[config.mk]
export PLATFORM = sky130hd
export DESIGN_NAME = mem_copy_master
export DESIGN_NICKNAME = d
export VERILOG_FILES = /design/src/rtl/mem_copy_master.sv
export SDC_FILE = /design/constraint.sdc
export NUM_CORES = 1
export LEC_CHECK = 0
export BUFFER_PORTS_ARGS = -buffer_cell sky130_fd_sc_hd__buf_4
export CAP_MARGIN = 25
export CORE_UTILIZATION = 36
export CTS_CLUSTER_SIZE = 30
export DETAILED_ROUTE_END_ITERATION = 7
export GPL_TIMING_DRIVEN = 0
export PLACE_DENSITY_LB_ADDON = 0.05
export SKIP_LAST_GASP = 1
export SYNTH_ARGS = -nofsm -noshare
export SYNTH_HDL_FRONTEND = slang
export SYNTH_SLANG_ARGS = --single-unit
[constraint.sdc]
create_clock -name clk -period 2.6 [get_ports clk]
set_input_delay 0.13 -clock clk [delete_from_list [all_inputs] [get_ports clk]]
set_output_delay 0.13 -clock clk [all_outputs]
set_load 0.05 [all_outputs]
[src/rtl/mem_copy_master.sv]
// mem_copy_master: req/gnt/rvalid bus initiator copying LEN words from src to dst.
// Define MEM_COPY_VERIFY_EN to read back each written word and flag mismatches on err_o.
module mem_copy_master #(
    parameter int ADDR_WIDTH = 8,
    parameter int DATA_WIDTH = 32,
    parameter int LEN_WIDTH  = 8
) (
    input  logic                    clk,
    input  logic                    rst_n,
    input  logic                    start_i,
    input  logic [ADDR_WIDTH-1:0]   src_addr_i,
    input  logic [ADDR_WIDTH-1:0]   dst_addr_i,
    input  logic [LEN_WIDTH-1:0]    len_i,
    output logic                    busy_o,
    output logic                    done_o,
    output logic                    err_o,
    output logic                    req_o,
    output logic [ADDR_WIDTH-1:0]   addr_o,
    output logic                    we_o,
    output logic [DATA_WIDTH-1:0]   wdata_o,
    output logic [DATA_WIDTH/8-1:0] be_o,
    input  logic                    gnt_i,
    input  logic                    rvalid_i,
    input  logic [DATA_WIDTH-1:0]   rdata_i
);
    localparam int BPW = DATA_WIDTH / 8;

    typedef enum logic [2:0] {IDLE, RD_REQ, RD_WAIT, WR_REQ, WR_WAIT, VF_REQ, VF_WAIT} state_t;

    state_t                  r_state, w_next;
    logic [ADDR_WIDTH-1:0]   r_src, r_dst;
    logic [LEN_WIDTH-1:0]    r_cnt;
    logic [DATA_WIDTH-1:0]   r_data;
    logic                    r_done;
    logic                    w_start, w_start_zero, w_word_done, w_last;
    state_t                  w_after_word, w_after_wr;

    assign w_start      = (r_state == IDLE) && start_i;
    assign w_start_zero = w_start && (len_i == '0);
    assign w_last       = (r_cnt == LEN_WIDTH'(1));
    assign w_after_word = w_last ? IDLE : RD_REQ;

`ifdef MEM_COPY_VERIFY_EN
    logic r_err;
    assign w_word_done = (r_state == VF_WAIT) && rvalid_i;
    assign w_after_wr  = VF_REQ;
    assign err_o       = r_err;

    always_ff @(posedge clk or negedge rst_n) begin
        if (!rst_n)
            r_err <= 1'b0;
        else if (w_start)
            r_err <= 1'b0;
        else if (w_word_done && rdata_i != r_data)
            r_err <= 1'b1;
    end
`else
    assign w_word_done = (r_state == WR_WAIT) && rvalid_i;
    assign w_after_wr  = w_after_word;
    assign err_o       = 1'b0;
`endif

    always_comb begin
        w_next = r_state;
        case (r_state)
            IDLE:    w_next = (start_i && len_i != '0) ? RD_REQ : IDLE;
            RD_REQ:  w_next = gnt_i ? RD_WAIT : RD_REQ;
            RD_WAIT: w_next = rvalid_i ? WR_REQ : RD_WAIT;
            WR_REQ:  w_next = gnt_i ? WR_WAIT : WR_REQ;
            WR_WAIT: w_next = rvalid_i ? w_after_wr : WR_WAIT;
            VF_REQ:  w_next = gnt_i ? VF_WAIT : VF_REQ;
            VF_WAIT: w_next = rvalid_i ? w_after_word : VF_WAIT;
            default: w_next = IDLE;
        endcase
    end

    always_ff @(posedge clk or negedge rst_n) begin
        if (!rst_n) begin
            r_state <= IDLE;
            r_src   <= '0;
            r_dst   <= '0;
            r_cnt   <= '0;
            r_data  <= '0;
            r_done  <= 1'b0;
        end else begin
            r_state <= w_next;
            r_done  <= w_start_zero || (w_word_done && w_last);
            if (w_start) begin
                r_src <= src_addr_i;
                r_dst <= dst_addr_i;
                r_cnt <= len_i;
            end
            if (r_state == RD_WAIT && rvalid_i)
                r_data <= rdata_i;
            // Address wrap modulo 2^ADDR_WIDTH falls out of the truncating add
            if (w_word_done) begin
                r_src <= r_src + ADDR_WIDTH'(BPW);
                r_dst <= r_dst + ADDR_WIDTH'(BPW);
                r_cnt <= r_cnt - LEN_WIDTH'(1);
            end
        end
    end

    assign busy_o  = (r_state != IDLE);
    assign done_o  = r_done;
    assign req_o   = (r_state == RD_REQ) || (r_state == WR_REQ) || (r_state == VF_REQ);
    assign we_o    = (r_state == WR_REQ);
    assign addr_o  = (r_state == RD_REQ) ? r_src :
                     (r_state == WR_REQ || r_state == VF_REQ) ? r_dst : '0;
    assign wdata_o = (r_state == WR_REQ) ? r_data : '0;
    assign be_o    = '1;
endmodule

==> metrics.md <==
| Metric | Value |
|---|---|
| Worst Path Arrival | 2.11 ns |
| Cells after DPL | 527 |
| Die width | 97.4 um |
| ANT cells | 0 |
| Most frequent cells in the layout | buf_4, dfrtp_1, and3_1, mux2_2, nand2_1 |
| Number of global-route vias before repair | 2,774 |
| Final ANT Viol Nets | 0 |
| Worst Clk Skew | 0.0121 ns |
| DR vias/cell | 5.03 |
| Final worst slack | 0.355 ns |
| CTS buffer count | 9 |
| Commonest non-fill, non-tap cell in the layout | buf_4 |
| Die ar. | 0.00948 mm2 |
| Largest stage delay on the critical path | 0.39 ns |
| Hold path cells | 2 |
| Initial Utilization | 37.4% |
| Final #Nets | 502 |
| Switch Pwr | 0.00238 W |
| Ys async rst share | 100% |
| Slowest-stage cell, CP | dfrtp_1 |
| Drt total wl | 8460 um |
| Pre-antenna DRT Iters | 4 |
| Syn Std Cell Area | 0.00327 mm2 |
| Final Cycle Share | 86.3% |
| Mapped Cells | 312 |
| CP max FO | 10 |
| Largest net degree at the start of global routing | 61 |
| Reg-to-reg critical path startpoint | r_state[2] |
| Clock power frac | 14.4% |
| CP endpoint kind | output pin |
| Beginning of the worst hold path | rdata_i[26] |
| #FFs+latches synth | 60 |
| WL/cell | 15.4 um |
| Synth-to-layout area growth | 35.8% |
| Outcome | finished clean |
| Layout Cells excl Fill | 548 |
| HPWL Detailed | 5910 um |
| Mean Syn Cell Area | 10.5 um2 |
| Leakage | 2.16 nW |
| Post-synth EDFFs | 0 |
| DR vias | 2,759 |
| Worst IR Drop VDD | 0.00102 V |
| Clock sinks | 60 |
| R2R depth | 5 |
| Top FF cell, synth | dfrtp_1 |
| Die outline height | 97.4 um |
| CP startpoint kind | register |
| Wire length of the first global-routing pass | 14,200 um |
| Final slew viol count | 0 |
| Filler instances | 844 |
| Fmax | 0.445 GHz |
| CTS max path bufs | 2 |
| Start point of the critical path | r_state[2] |
| Net Sw Frac | 44.7% |
| Overflow after GRT | 0 |
| Max transition margin | 45.5% |
| Root Driver | clkbuf_8 |
| Synth Warn # | 0 |
| Combinational share of power | 53.3% |
| Setup total negative slack | 0 ns |
| Sequential fraction of design power | 32.3% |
| Register area share after synthesis | 45.9% |
| Crit-path cells | buf_4, nor2b_1, clkbuf_2, o2bb2ai_1, and2_1, buf_4 |
| Total GRT Usage | 19.1% |
| DRC | 0 |
| Initial drt markers | 125 |
| Setup violations, final | 0 |
| Port Buffer Count | 104 |
| FF+latch area | 0.00150 mm2 |
| Max-cap violations | 0 |
| Hold crit path type | in2reg |
| TritonCTS clock tree | done |
| Num ports | 110 |
| Final Hold Slack | 0.0170 ns |
| Final Util | 50.8% |
| Internal power | 0.00294 W |
| H-tree level count | 3 |
| Critical Path Most Common Cell | buf_4 |
| Required @ worst endpoint | 2.47 ns |
| Worst slew pin tran | 0.817 ns |
| Gpl congestion | 0.773 |
| Multi-input logic area | 0.00161 mm2 |
| CORE AREA | 0.00876 mm2 |
| Clk_lat worst skew | 0.34 ns |
| Fin crit period | 2.24 ns |
| Register clock-pin slew on the reported worst setup and hold paths | 0.07 ns |
| Antenna violations before repair | 0 |
| Setup WS pre-CTS | 0.559 ns |
| Final-report hold violation count | 0 |
| Unrepaired setup endpoints after global routing | false |
| Ratio of cells with drive above 1 in the final layout | 40.5% |
| WS Path Type | reg2out |
| FP Rows | 34 |
| PD cells | 1190 mW/mm2 |
| Synth unique cells | 44 |
==> power groups by stage <==
stage	clock [W]	sequential (W)	combinational, W
floorplan	0	0.00163	0.00210
global placement	0	0.00171	0.00280
detailed placement	0	0.00173	0.00284
CTS	0.000796	0.00171	0.00286
global route	0.000841	0.00178	0.00307
finish	0.000767	0.00171	0.00283
==> layout make-up <==
type | instances | area share (%)
plain buffers | 30 | 3.63
clock buffers | 12 | 3.71
clock inverters | 2 | 0.225
inverters | 5 | 0.422
multi-input cells | 220 | 36.1
flip-flops and latches | 60 | 33.8
well taps | 108 | 3.04
repair buffers | 111 | 19.1
==> registers in the layout, indices dropped and copies added, names as in the netlist <==
name     count
done_o       1
r_cnt        8
r_data      32
r_dst        8
r_src        8
r_state      3
==> worst paths after layout <==
| check | endpoint | slack (ns) |
|---|---|---|
| max | addr_o[3] | 0.36 |
| min | r_data[26] | 0.02 |
| max reg2reg | r_data[17] | 0.64 |
| min reg2reg | r_src[1] | 0.49 |
| max in group asynchronous | r_src[1] | 1.63 |
| min in group asynchronous | r_cnt[6] | 0.44 |
==> layer usage <==
layer | wire length (um) | up-vias | GRT usage [%]
met5 | 0 | - | 0
met4 | 145 | 0 | 8.37
met3 | 432 | 10 | 3.17
met2 | 3880 | 91 | 29.5
met1 | 4010 | 1293 | 26.3
li1 | - | 1365 | -
==> critical path: cells and delay by family (launching register included) <==
kind / cells / cell delay, ns
flip-flops: 1 / 0.39
AND/OR/NAND/NOR: 2 / 0.52
AO/OA/AOI/OAI: 1 / 0.14
buffers and inverters: 3 / 0.71
==> cells in the mapped netlist, types with 2 or more instances <==
master     number  share of area, %
nor4_1          3              0.57
buf_6           2              0.69
nor3_1          5              0.76
mux2_2         35                12
a21oi_1         6              0.92
inv_1           5              0.57
o21bai_1        2              0.46
o211ai_1        4              0.92
nor4bb_1        2              0.61
nand3_1        11               1.7
ha_1            4               1.5
and4_1          2              0.54
buf_1           2              0.23
o2bb2ai_1       8               2.1
nor2b_1         2              0.38
nand2b_1        3              0.57
buf_4           6               1.4
buf_2           8               1.2
nor2_1         10               1.1
o22ai_1         3              0.57
o221a_2         5               1.7
or3_1           4              0.76
a221o_1         2              0.61
and3_1         35               6.7
and2_1          9               1.7
dfrtp_1        60                46
mux2i_1        13               4.0
a211oi_1        2              0.46
conb_1          2              0.23
o21ai_0         2              0.31
clkbuf_1       12               1.4
nand2_1        31               3.6
==> logic make-up (layout without fill, tap and decap cells) <==
kind of cell               after synthesis  in the layout  synth area share [%]
muxes                                   48             48                  16.0
adders and majority gates                4              4                  1.53
AOI/OAI and AO/OA                       41             41                  9.94
buffers and inverters                   35            160                  5.46
and+or+nand+nor                        122            122                  21.0
DFF                                     60             60                  45.9
other                                    2              5                 0.229
==> through the flow <==
step,cell area [um2],power [W]
2_1_floorplan,3290,0.00374
3_3_place_gp,4200,0.00451
3_5_place_dp,4200,0.00457
4_1_cts,4450,0.00536
5_1_grt,4450,0.00569
6_report,4450,0.00531
==> what timing repair did <==
action,CTS,global route
setup buffers,0,0
hold endpoints to repair,66,0
setup endpoints to repair,0,4
hold buffers,7,0
gates resized for setup,0,2
(Power assumes the default switching activity.)
